--- config.mk ---
export PLATFORM = sky130hd
export DESIGN_NAME = serial_tx_m
export DESIGN_NICKNAME = d
export VERILOG_FILES = /design/src/rtl/serial_tx_m.sv
export SDC_FILE = /design/constraint.sdc
export NUM_CORES = 1
export LEC_CHECK = 0
export BUFFER_PORTS_ARGS = -buffer_cell sky130_fd_sc_hd__buf_4
export CELL_PAD_IN_SITES_DETAIL_PLACEMENT = 0
export CELL_PAD_IN_SITES_GLOBAL_PLACEMENT = 1
export CORE_UTILIZATION = 44
export CTS_CLUSTER_DIAMETER = 60
export DETAILED_ROUTE_END_ITERATION = 12
export PLACE_DENSITY_LB_ADDON = 0.1
export SYNTH_ARGS = -nofsm -noshare
export SYNTH_HDL_FRONTEND = slang
export SYNTH_SLANG_ARGS = --single-unit
--- constraint.sdc ---
create_clock -name clk -period 3.34 [get_ports clk]
set_input_delay 0.334 -clock clk [delete_from_list [all_inputs] [get_ports clk]]
set_output_delay 0.334 -clock clk [all_outputs]
set_load 0.01 [all_outputs]
--- src/rtl/serial_tx_m.sv ---
// serial_tx_m: parallel-to-serial transmitter, MSB first, with a ready/load handshake.
// Define SERIAL_TX_PARITY_EN to append an even-parity bit to every frame.
module serial_tx_m #(
  parameter int W = 8
) (
  input  logic         clk,
  input  logic         rst_,
  input  logic [W-1:0] d,
  input  logic         load,
  output logic         ready,
  output logic         sout,
  output logic         sout_vld,
  output logic         done
);

  localparam int CW = $clog2(W + 1);
  localparam logic [CW-1:0] LAST = CW'(W - 1);

  typedef enum logic [1:0] {
    IDLE,
    SHIFT
`ifdef SERIAL_TX_PARITY_EN
    , PARITY
`endif
  } state_e;

  state_e         state_q, state_d;
  logic [W-1:0]   shift_q, shift_d;
  logic [CW-1:0]  cnt_q, cnt_d;
  logic           sout_q, sout_d;
  logic           soutVld_q, soutVld_d;
  logic           done_q, done_d;
`ifdef SERIAL_TX_PARITY_EN
  logic           par_q, par_d;
`endif

  logic lastBit;
  logic frameEnd;

  assign lastBit = (state_q == SHIFT) && (cnt_q == LAST);

  // The final cycle of a frame is where a new word may be accepted gaplessly.
`ifdef SERIAL_TX_PARITY_EN
  assign frameEnd = (state_q == PARITY);
`else
  assign frameEnd = lastBit;
`endif

  assign ready    = (state_q == IDLE) || frameEnd;
  assign sout     = sout_q;
  assign sout_vld = soutVld_q;
  assign done     = done_q;

  always_comb begin
    state_d = state_q;
    shift_d = shift_q;
    cnt_d   = cnt_q;
`ifdef SERIAL_TX_PARITY_EN
    par_d   = par_q;
`endif

    if (ready && load) begin
      state_d = SHIFT;
      shift_d = d;
      cnt_d   = '0;
`ifdef SERIAL_TX_PARITY_EN
      par_d   = ^d;
`endif
    end else if (frameEnd) begin
      state_d = IDLE;
    end else if (state_q == SHIFT) begin
      shift_d = shift_q << 1;
      cnt_d   = cnt_q + CW'(1);
`ifdef SERIAL_TX_PARITY_EN
      if (lastBit) state_d = PARITY;
`endif
    end

    // Outputs are precomputed from the next state so they come straight from flops.
    sout_d    = 1'b0;
    soutVld_d = 1'b0;
    done_d    = 1'b0;
    case (state_d)
      SHIFT: begin
        sout_d    = shift_d[W-1];
        soutVld_d = 1'b1;
`ifndef SERIAL_TX_PARITY_EN
        done_d    = (cnt_d == LAST);
`endif
      end
`ifdef SERIAL_TX_PARITY_EN
      PARITY: begin
        sout_d    = par_d;
        soutVld_d = 1'b1;
        done_d    = 1'b1;
      end
`endif
      default: ;
    endcase
  end

  always_ff @(posedge clk or negedge rst_) begin
    if (!rst_) begin
      state_q   <= IDLE;
      shift_q   <= '0;
      cnt_q     <= '0;
      sout_q    <= 1'b0;
      soutVld_q <= 1'b0;
      done_q    <= 1'b0;
`ifdef SERIAL_TX_PARITY_EN
      par_q     <= 1'b0;
`endif
    end else begin
      state_q   <= state_d;
      shift_q   <= shift_d;
      cnt_q     <= cnt_d;
      sout_q    <= sout_d;
      soutVld_q <= soutVld_d;
      done_q    <= done_d;
`ifdef SERIAL_TX_PARITY_EN
      par_q     <= par_d;
`endif
    end
  end

endmodule

==> run summary, run 1 <==
Area of the multi-input gates - 385.4 um2
Clk pwr share - 0.123
Share of cells above drive strength 1 - 0.2308
Worst-margin pin slew - 0.8704 ns
Seq cells post-synth - 16
GR Overflow Total - 0
FF+latch area - 400.4 um2
Antenna violations before repair - 0
Wire length per cell - 13.80 um
Period minus WS final - 2.189 ns
Synth Net Count - 94
Hpwl dp - 1092 um
Top delay family on crit path - compound AO/OA/AOI/OAI gates
Clock-pin slew on the worst setup and hold paths - 0.09 ns
Startpoint types - flop
Die Height - 45.94 um
Max_cap viols - 0
Vias per cell - 5.612
Worst path cell trace - ha_1 -> nand3b_1 -> a21oi_1 -> a32o_1
CTS resizes - 0
Arr. time, crit path - 2.41 ns
Cells after Synth - 82
Kind of end point of the critical path - flop
Fmax - 456.9 MHz
Critical path's slowest cell - a21oi_1
Filler instances - 174
Unrepaired setup endpoints after global routing - false
Die area - 2110 um2
Pint - 506.2 uW
Post-synthesis sequential area ratio - 0.4713
Area Growth Syn to Fin - 12.37%
Share of the synthesized area in the top cell type - 0.4713
DRC viols - 0
M1 GR Usage - 0.2878
Max-Slew Margin vs Limit - 0.4198
GRT Overall Usage - 0.1918
Outcome - complete, no violations
YS warnings - 0
First-pass DRT Iterations - 4
Final Setup Violations - 0
Num Clock Sinks - 16
Clock Skews - 0.003402 ns
Seq pwr share - 0.413
Critical path's largest stage delay - 0.84 ns
Clock latency at the later pin of the worst-skew pair - 0.28 ns
Diodes inserted - 0
Buf/Inv on CP - 0
Distinct cell type count after synthesis - 26
Synth top area cells - dfrtp_1 47%, o2bb2ai_1 6.2%, a22oi_1 5.3%
Total Nets Final - 105
GR Util met3 - 0.03175
Longest Clk Path Bufs - 2
# IOs - 15
CTS H-tree lvls - 1
Design area - 954.7 um2
Slew Viols, Final - 0
CTS buffer count - 3
Final hold vios - 0
Top Usage Layer GRT - met1
Worst R2R Start - cnt_q[0]$_DFF_PN0_
Iter 0 DRT Violations - 6
TritonCTS clock tree - done
Largest net degree at the start of global routing - 17
CTS Root Cell - clkbuf_4
Highest ir drop seen on vdd - 0.0004105 V
Initial core utilization - 0.4816
Pwr/cell area - 848.9 nW/um2
Antenna Nets Post-Route - 0
Worst hold path class - in -> reg
Setup_tns - 0 ns
Detailed-route wire length - 1601 um
DR vias - 651
Worst Path Class, Setup - reg -> reg
Cell Area, Synth - 849.6 um2
Sw Share - 0.3753
Critical Path Source - cnt_q[0]$_DFF_PN0_
Met2 Track Usage GR - 0.2648
Syn avg cell area - 10.36 um2
Final Wtd Congestion - 0.7272
Die width - 45.94 um
Critical path data required time - 3.56 ns
Part of the power in combinational logic - 0.464
Crit Path Max Fanout - 13
Port Buf Inserts - 14
Number of global-route vias before repair - 636
Cell taking the most area after synthesis - dfrtp_1
Post-DP Area - 922.1 um2
Sw Pwr - 304.2 uW
# rows - 15
Hold wc startpoint - d[3]
P_leak - 0.4373 nW
First-pass GRT wire length - 2863 um
Fin crit share - 0.6553
Core area - 1764 um2
==> flip-flops by register name, indices dropped and copies added, names as in the netlist <==
signal / count
sout_vld: 1
shift_q: 7
done: 1
sout: 1
state_q: 2
cnt_q: 4
==> cell type report <==
class,count,area share
sequential,16,0.4194
multi-input combinational,57,0.4037
timing repair buffer,15,0.1206
tap,25,0.03277
clock buffer,3,0.02359
==> power by group through the flow <==
stage / sequential, mW / clock [mW] / combinational (mW)
after floorplan: 0.324 / 0 / 0.315
after global placement: 0.337 / 0 / 0.376
after detailed placement: 0.338 / 0 / 0.377
after CTS: 0.334 / 0.105 / 0.380
after global routing: 0.349 / 0.114 / 0.432
final: 0.335 / 0.0996 / 0.376
==> per-stage QoR <==
stage               utilization  total power, mW  hold slack (ns)  instances  worst slack (ns)
floorplan                     -           0.6390          0.03841         82             1.837
CTS                      0.5411           0.8191           0.2453        116             1.162
global route             0.5411           0.8946           0.2487        116            0.9678
global placement         0.5227           0.7131           0.2077        112             1.244
finish                   0.5411           0.8104           0.2556        116             1.151
detailed placement       0.5227           0.7153           0.2065        112             1.178
==> cells in the final DEF (no fill, tap or decap), types with 3 or more instances in the layout <==
cell type and count:
dfrtp_1 16, buf_4 14, o21ai_0 7, nand2_1 6, nor3_1 6, a22oi_1 6
o2bb2ai_1 6, nand2b_1 4, a21oi_1 4, nor2b_1 3, clkbuf_4 3
==> Yosys cell counts <==
library cell  instances
nand3_1               2
mux2i_1               1
nor2_1                1
a22oi_1               6
dfrtp_1              16
or3_4                 1
o21ai_0               7
nand2_1               6
a21oi_2               1
buf_6                 2
a21oi_1               4
and3b_1               1
nor4b_2               1
clkbuf_1              1
buf_2                 3
nand2b_1              4
nand3b_1              1
o2bb2ai_1             6
nor3_1                6
a32o_1                2
nor2b_1               3
ha_1                  1
nor3b_1               1
or4b_1                1
mux2_2                1
buf_4                 3
==> kinds of logic (layout without fill, tap and decap cells) <==
family,count (synthesis),count (layout),synth area share
AOI/OAI and AO/OA,26,26,0.2135
adders and majority gates,1,1,0.01473
buffers and inverters,9,18,0.07510
DFF,16,16,0.4713
muxes,2,2,0.02504
and+or+nand+nor,28,28,0.2003
==> per-layer routing <==
metal | up-vias | share of wire
met3 | 4 | 0.029
met5 | - | 0
met4 | 0 | 0.012
met2 | 12 | 0.46
met1 | 314 | 0.50
li1 | 321 | -
==> what timing repair did <==
action                    4_1_cts  5_1_grt
setup buffers                   0        0
hold buffers                    1        0
hold endpoints to repair       16        0
==> final timing paths <==
check	end	slack (ns)	cells after the start
setup / recovery	sout$_DFF_PN0_	1.15	4
hold / removal	shift_q[3]$_DFFE_PN0P_	0.26	2
setup reg to reg	sout$_DFF_PN0_	1.15	4
hold reg to reg	shift_q[0]$_DFFE_PN0P_	0.53	1
max in group asynchronous	shift_q[1]$_DFFE_PN0P_	2.71	2
min in group asynchronous	done$_DFF_PN0_	0.45	2
Power figures use the tool's default switching activity.
==> inputs of run 2 (changes only) <==
Settings changed: ABC_AREA set to 1, CORE_UTILIZATION 44 to 36.
Clock period 3.34 ns to 1.8 ns, I/O delays scaled along.
==> run 2 against run 1 <==
Core utilization decreased by 8.1 points. Final cell count increased by 23%. Critical path depth unchanged. Critical endpoint is now ready. Clock-buffer cell count increased by 1. Sequential share of layout area decreased by 0.58 points. Sequential power increased by 85%.
==> run summary, run 2 <==
Area Growth Syn to Fin - 18.62%
Num Clock Sinks - 17
Critical path data required time - 1.62 ns
First-pass DRT Iterations - 4
Longest Clk Path Bufs - 2
Synth Area in Simple Gates - 0.3680
Buf/Inv on CP - 1
Worst Path Class, Setup - reg -> out
Detailed-route wire length - 1665 um
Startpoint types - flop
YS warnings - 0
Met1 wire length - 786 um
Kind of end point of the critical path - output pin
Share of the synthesized area in the top cell type - 0.4906
Worst hold path class - in -> reg
Pwr Total - 1.638 mW
Most common cell after layout, fill and taps aside - nand2_1
Final hold vios - 0
Clock-pin slew on the worst setup and hold paths - 0.09 ns
Sw Share - 0.4309
Pre-CTS setup slack - 0.3271 ns
Non-filler instance count after layout - 143
Share of cells above drive strength 1 - 0.2870
GRT Overall Usage - 0.1588
DRC viols - 0
Wire length per cell - 11.64 um
Largest family of logic cells by synthesized area - simple AND/OR/NAND/NOR gates
Routed wl met2 - 775 um
P_leak - 0.5531 nW
Post-synth ARST share - 1.000
Hpwl dp - 1255 um
Most frequent cells in the layout - 26 x nand2_1, 17 x nand3_1, 17 x dfrtp_1
CTS Root Cell - clkbuf_4
First-pass GRT wire length - 2904 um
Initial core utilization - 0.3882
CTS H-tree lvls - 1
Iter 0 DRT Violations - 11
Arr. time, crit path - 1.50 ns
Setup_tns - 0 ns
Most numerous cell in the Yosys netlist - nand2_1
Sw Pwr - 705.6 uW
Antenna Nets Post-Route - 0
Part of the power in combinational logic - 0.497
Unrepaired setup endpoints after global routing - false
Final worst slack - 0.1206 ns
Hold slack - 0.07701 ns
Synth Net Count - 110
Cell Count Post-Placement - 138
Cell taking the most area after synthesis - dfrtp_1
Seq cells post-synth - 17
Highest metal layer with signal wires - met4
Port Buf Inserts - 14
Diodes inserted - 0
Max-Slew Margin vs Limit - 0.7800
Critical path's largest stage delay - 0.39 ns
Multiplexer area fraction after synthesis - 0
Slew Viols, Final - 0
Met3 wire len - 86 um
Fin crit share - 0.9330
Die area - 2609 um2
Post-DP Area - 992.2 um2
Synth Area in Compound Gates - 0.03030
Die Height - 51.08 um
Worst R2R Start - cnt_q[0]$_DFF_PN0_
EDFF count, synth - 0
Top delay family on crit path - flip-flops
# IOs - 15
Synth top area cells - dfrtp_1 49%, nand2_1 11%, nand3_1 9.8%
GR Overflow Total - 0
Clock latency at the later pin of the worst-skew pair - 0.29 ns
Max_cap viols - 0
Clk pwr share - 0.125
Antenna violations before repair - 0
Period minus WS final - 1.679 ns
Layout Utilization - 0.4605
Crit Path Max Fanout - 9
Adder-Cell Fraction of Synth Area - 0.01443
Largest registers - shift_q: 8 flops, cnt_q: 4 flops, state_q: 2 flops
Syn avg cell area - 8.848 um2
Fmax - 595.5 MHz
Seq pwr share - 0.378
Cells after Synth - 98
Outcome - complete, no violations
Largest net degree at the start of global routing - 18
CTS buffer count - 3
Number of global-route vias before repair - 654
Hold wc startpoint - d[0]
Pint - 932.1 uW
Critical path's slowest cell - dfrtp_1
Cell Area, Synth - 867.1 um2
Final Setup Violations - 0
Main synth FF type - dfrtp_1
TritonCTS clock tree - done
Design area - 1028 um2
Critical Path Source - cnt_q[0]$_DFF_PN0_
Max FFs per register - 8
Post-synthesis sequential area ratio - 0.4906
Distinct cell type count after synthesis - 23
Post CTS Setup Buffer Count - 0
Synth top cells by count - 26 x nand2_1, 17 x dfrtp_1, 17 x nand3_1
Vias per cell - 4.783
Die width - 51.08 um
Core area - 2233 um2
Clock Skews - 0.003471 ns
Top reg by flops - shift_q
Post-Synth XOR/XNOR Area - 0.01010
Final Wtd Congestion - 0.7066
Highest ir drop seen on vdd - 0.0007224 V
Worst-margin pin slew - 0.3293 ns
Worst path cell trace - ha_1 -> nand3_4 -> a21oi_4 -> buf_4
# rows - 17
Total Nets Final - 128
DR vias - 684
Pwr/cell area - 1592 nW/um2
==> run 2: changes by cell type after synthesis, moves of 3 or more <==
cell / delta
a21oi_1: -4
a22oi_1: -6
buf_2: -3
buf_4: -3
inv_1: +10
nand2_1: +20
nand2_4: +3
nand2b_1: -4
nand3_1: +15
nor2_1: +3
nor2b_1: -3
nor3_1: -6
o21ai_0: -6
o2bb2ai_1: -6
==> run 2: path summary, 6_finish.rpt <==
check,cells past startpoint,end,slack (ns)
max in group asynchronous,2,state_q[1]$_DFF_PN0_,1.33
min in group asynchronous,2,done$_DFF_PN0_,0.28
worst min-delay path,3,shift_q[0]$_DFFE_PN0P_,0.08
worst min register to register,2,shift_q[0]$_DFFE_PN0P_,0.49
worst max register to register,8,done$_DFF_PN0_,0.33
worst max-delay path,4,ready,0.12
==> run 2: tightest hold or removal path: cells and delay by family <==
kind                   cells  cell delay (ns)
and+or+nand+nor            2             0.08
buffers and inverters      1             0.07
==> run 2: cells by family after synthesis <==
kind of cell,Yosys count
buffers and inverters,16
DFF,17
and+or+nand+nor,60
xor gates and xnor gates,1
adders and majority gates,1
AOI/OAI and AO/OA,3
==> run 2: metal layers <==
metal | global-route usage | vias up
li1 | - | 346
met4 | 0.05556 | 0
met3 | 0.05357 | 2
met5 | 0 | -
met2 | 0.2522 | 14
met1 | 0.1996 | 322
==> run 2: cell type report <==
cell class	count	area, um2
Multi-Input combinational cell	65	366.6
Timing Repair Buffer	15	115.1
Fill cell	240	1205
Sequential cell	17	425.4
Inverter	14	60.06
Clock buffer	4	26.28
Tap cell	28	35.03
==> run 2: power by group through the flow <==
stage               clock (mW)  sequential (mW)  combinational [mW]
finish                   0.205            0.619               0.813
global route             0.232            0.635               0.945
CTS                      0.218            0.618               0.831
detailed placement           0            0.626               0.825
global placement             0            0.630               0.825
floorplan                    0            0.619               0.633
==> run 2: what timing repair did <==
item                                    in CTS  in global routing
hold buffers                                 1                  0
endpoints found under the setup margin       0                  0
gates resized for setup                      0                  0
hold endpoints to repair                    17                  0
==> inputs of run 3 (changes only) <==
Settings changed: ABC_AREA 1 to not set, CORE_UTILIZATION 36 to 35, HOLD_SLACK_MARGIN set to 0.08.
==> run 3 against run 2 <==
Final area is 0.12% higher. Critical path depth is 1 higher. Worst hold slack better by 0.013 ns. Sequential cell count is 1 lower. Final cell count is 12% lower. Via count is 1.6% lower. Combinational power is 1% lower. Register-to-register slack worse by 0.04 ns. Clock-buffer cell count stayed put. Critical path type unchanged. Largest power group unchanged. Highest routed layer unchanged.
==> run summary, run 3 (synthesis results as in run 1) <==
Max-Slew Margin vs Limit - 0.7875
Number of global-route vias before repair - 677
Unrepaired setup endpoints after global routing - false
Max_cap viols - 0
Arr. time, crit path - 1.51 ns
Total Nets Final - 111
Pwr Total - 1.669 mW
Antenna Nets Post-Route - 0
Non-filler instance count after layout - 126
Initial core utilization - 0.3768
Worst hold path class - in -> reg
Share of cells above drive strength 1 - 0.2959
CTS Root Cell - clkbuf_4
# IOs - 15
Highest ir drop seen on vdd - 0.0006334 V
Detailed-route wire length - 1798 um
Antenna violations before repair - 0
DRC viols - 0
TritonCTS clock tree - done
Worst R2R Start - cnt_q[1]$_DFF_PN0_
First-pass GRT wire length - 3153 um
Vias per cell - 5.341
Setup_tns - 0 ns
R2r worst-path depth - 4
Cell Count Post-Placement - 119
Clock latency at the later pin of the worst-skew pair - 0.29 ns
Crit Path Max Fanout - 11
Final Wtd Congestion - 0.7771
R2R setup slack - 0.29 ns
Die area - 2628 um2
Critical path data required time - 1.62 ns
Fmax - 591.7 MHz
CTS buffer count - 3
Max FFs per register - 7
Top reg by flops - shift_q
Iter 0 DRT Violations - 16
Design area - 1030 um2
Most frequent cells in the layout - 20 x buf_4, 16 x dfrtp_1, 7 x o21ai_0
Fin crit share - 0.9389
Hpwl dp - 1209 um
Filler instances - 229
Post-DP Area - 955.9 um2
Core area - 2255 um2
# rows - 17
Clock Skews - 0.003818 ns
Outcome - complete, no violations
Period minus WS final - 1.690 ns
Kind of end point of the critical path - output pin
R2R Path End - cnt_q[3]$_DFF_PN0_
DR vias - 673
Clock-pin slew on the worst setup and hold paths - 0.10 ns
Port Buf Inserts - 14
Layout Utilization - 0.4567
Area Growth Syn to Fin - 21.21%
Wire length per cell - 14.27 um
Final worst slack - 0.1100 ns
Die width - 51.27 um
GRT Overall Usage - 0.1692
Pre-CTS setup slack - 0.1846 ns
Die Height - 51.27 um
CTS H-tree lvls - 1
First-pass DRT Iterations - 4
Largest registers - shift_q: 7 flops, cnt_q: 4 flops, state_q: 2 flops
Hold path cells - 2
Diodes inserted - 0
Hold wc startpoint - d[2]
Most common cell after layout, fill and taps aside - buf_4
P_leak - 0.4727 nW
Slew Viols, Final - 0
Final hold vios - 0
Startpoint types - flop
Worst Path Class, Setup - reg -> out
Longest Clk Path Bufs - 2
GR Overflow Total - 0
Worst hold path endpoint - shift_q[2]$_DFFE_PN0P_
Hold slack - 0.09036 ns
Worst-margin pin slew - 0.3188 ns
Num Clock Sinks - 16
Largest net degree at the start of global routing - 17
Final Setup Violations - 0
Pwr/cell area - 1621 nW/um2
## run 3: cell count changes in the layout (fill, tap and decap cells not counted), sizes merged, moves of 5 or more
cell	previous run	this run
o2bb2ai	0	6
inv	13	0
o21ai	2	7
buf	14	20
nor2	7	1
nand3	20	2
nor3	0	6
a22oi	0	6
nand2	31	6
## run 3: worst max-delay path by stage
stage                            start              to  slack [ns]  cells past startpoint
floorplan           cnt_q[0]$_DFF_PN0_  done$_DFF_PN0_        0.30                      4
global placement    cnt_q[0]$_DFF_PN0_  done$_DFF_PN0_        0.24                      4
detailed placement  cnt_q[0]$_DFF_PN0_  done$_DFF_PN0_        0.18                      4
CTS                 cnt_q[1]$_DFF_PN0_           ready        0.04                      5
global route        cnt_q[1]$_DFF_PN0_           ready        0.04                      5
finish              cnt_q[1]$_DFF_PN0_           ready        0.11                      5
## run 3: what timing repair did
action	CTS	global route
gates resized for setup	1	1
hold buffers	1	0
endpoints found under the setup margin	1	1
buffers inserted	1	1
endpoints found under the hold margin	16	0
## run 3: final cells by class
type,count,area (um2),area share
flip-flops and latches,16,400.4,0.3888
repair buffers,21,160.2,0.1555
multi-input cells,57,397.9,0.3864
clock buffers,4,36.28,0.03524
well taps,28,35.03,0.03402
## run 3: worst max-delay path, cell delays in order (launching register included)
cell      delay, ns
dfrtp_1        0.41
ha_4           0.17
nand3b_1       0.12
buf_4          0.21
a21oi_1        0.16
buf_4          0.14
## run 3: power breakdown
group	switching [mW]	internal [mW]
Clock	0.118	0.123
Sequential	0.119	0.507
Combinational	0.374	0.427
## run 3: metal layers
layer	global-route usage	routed length, um
met1	0.2241	865
met4	0.09459	38
met2	0.2544	832
met5	0	0
met3	0.03571	61
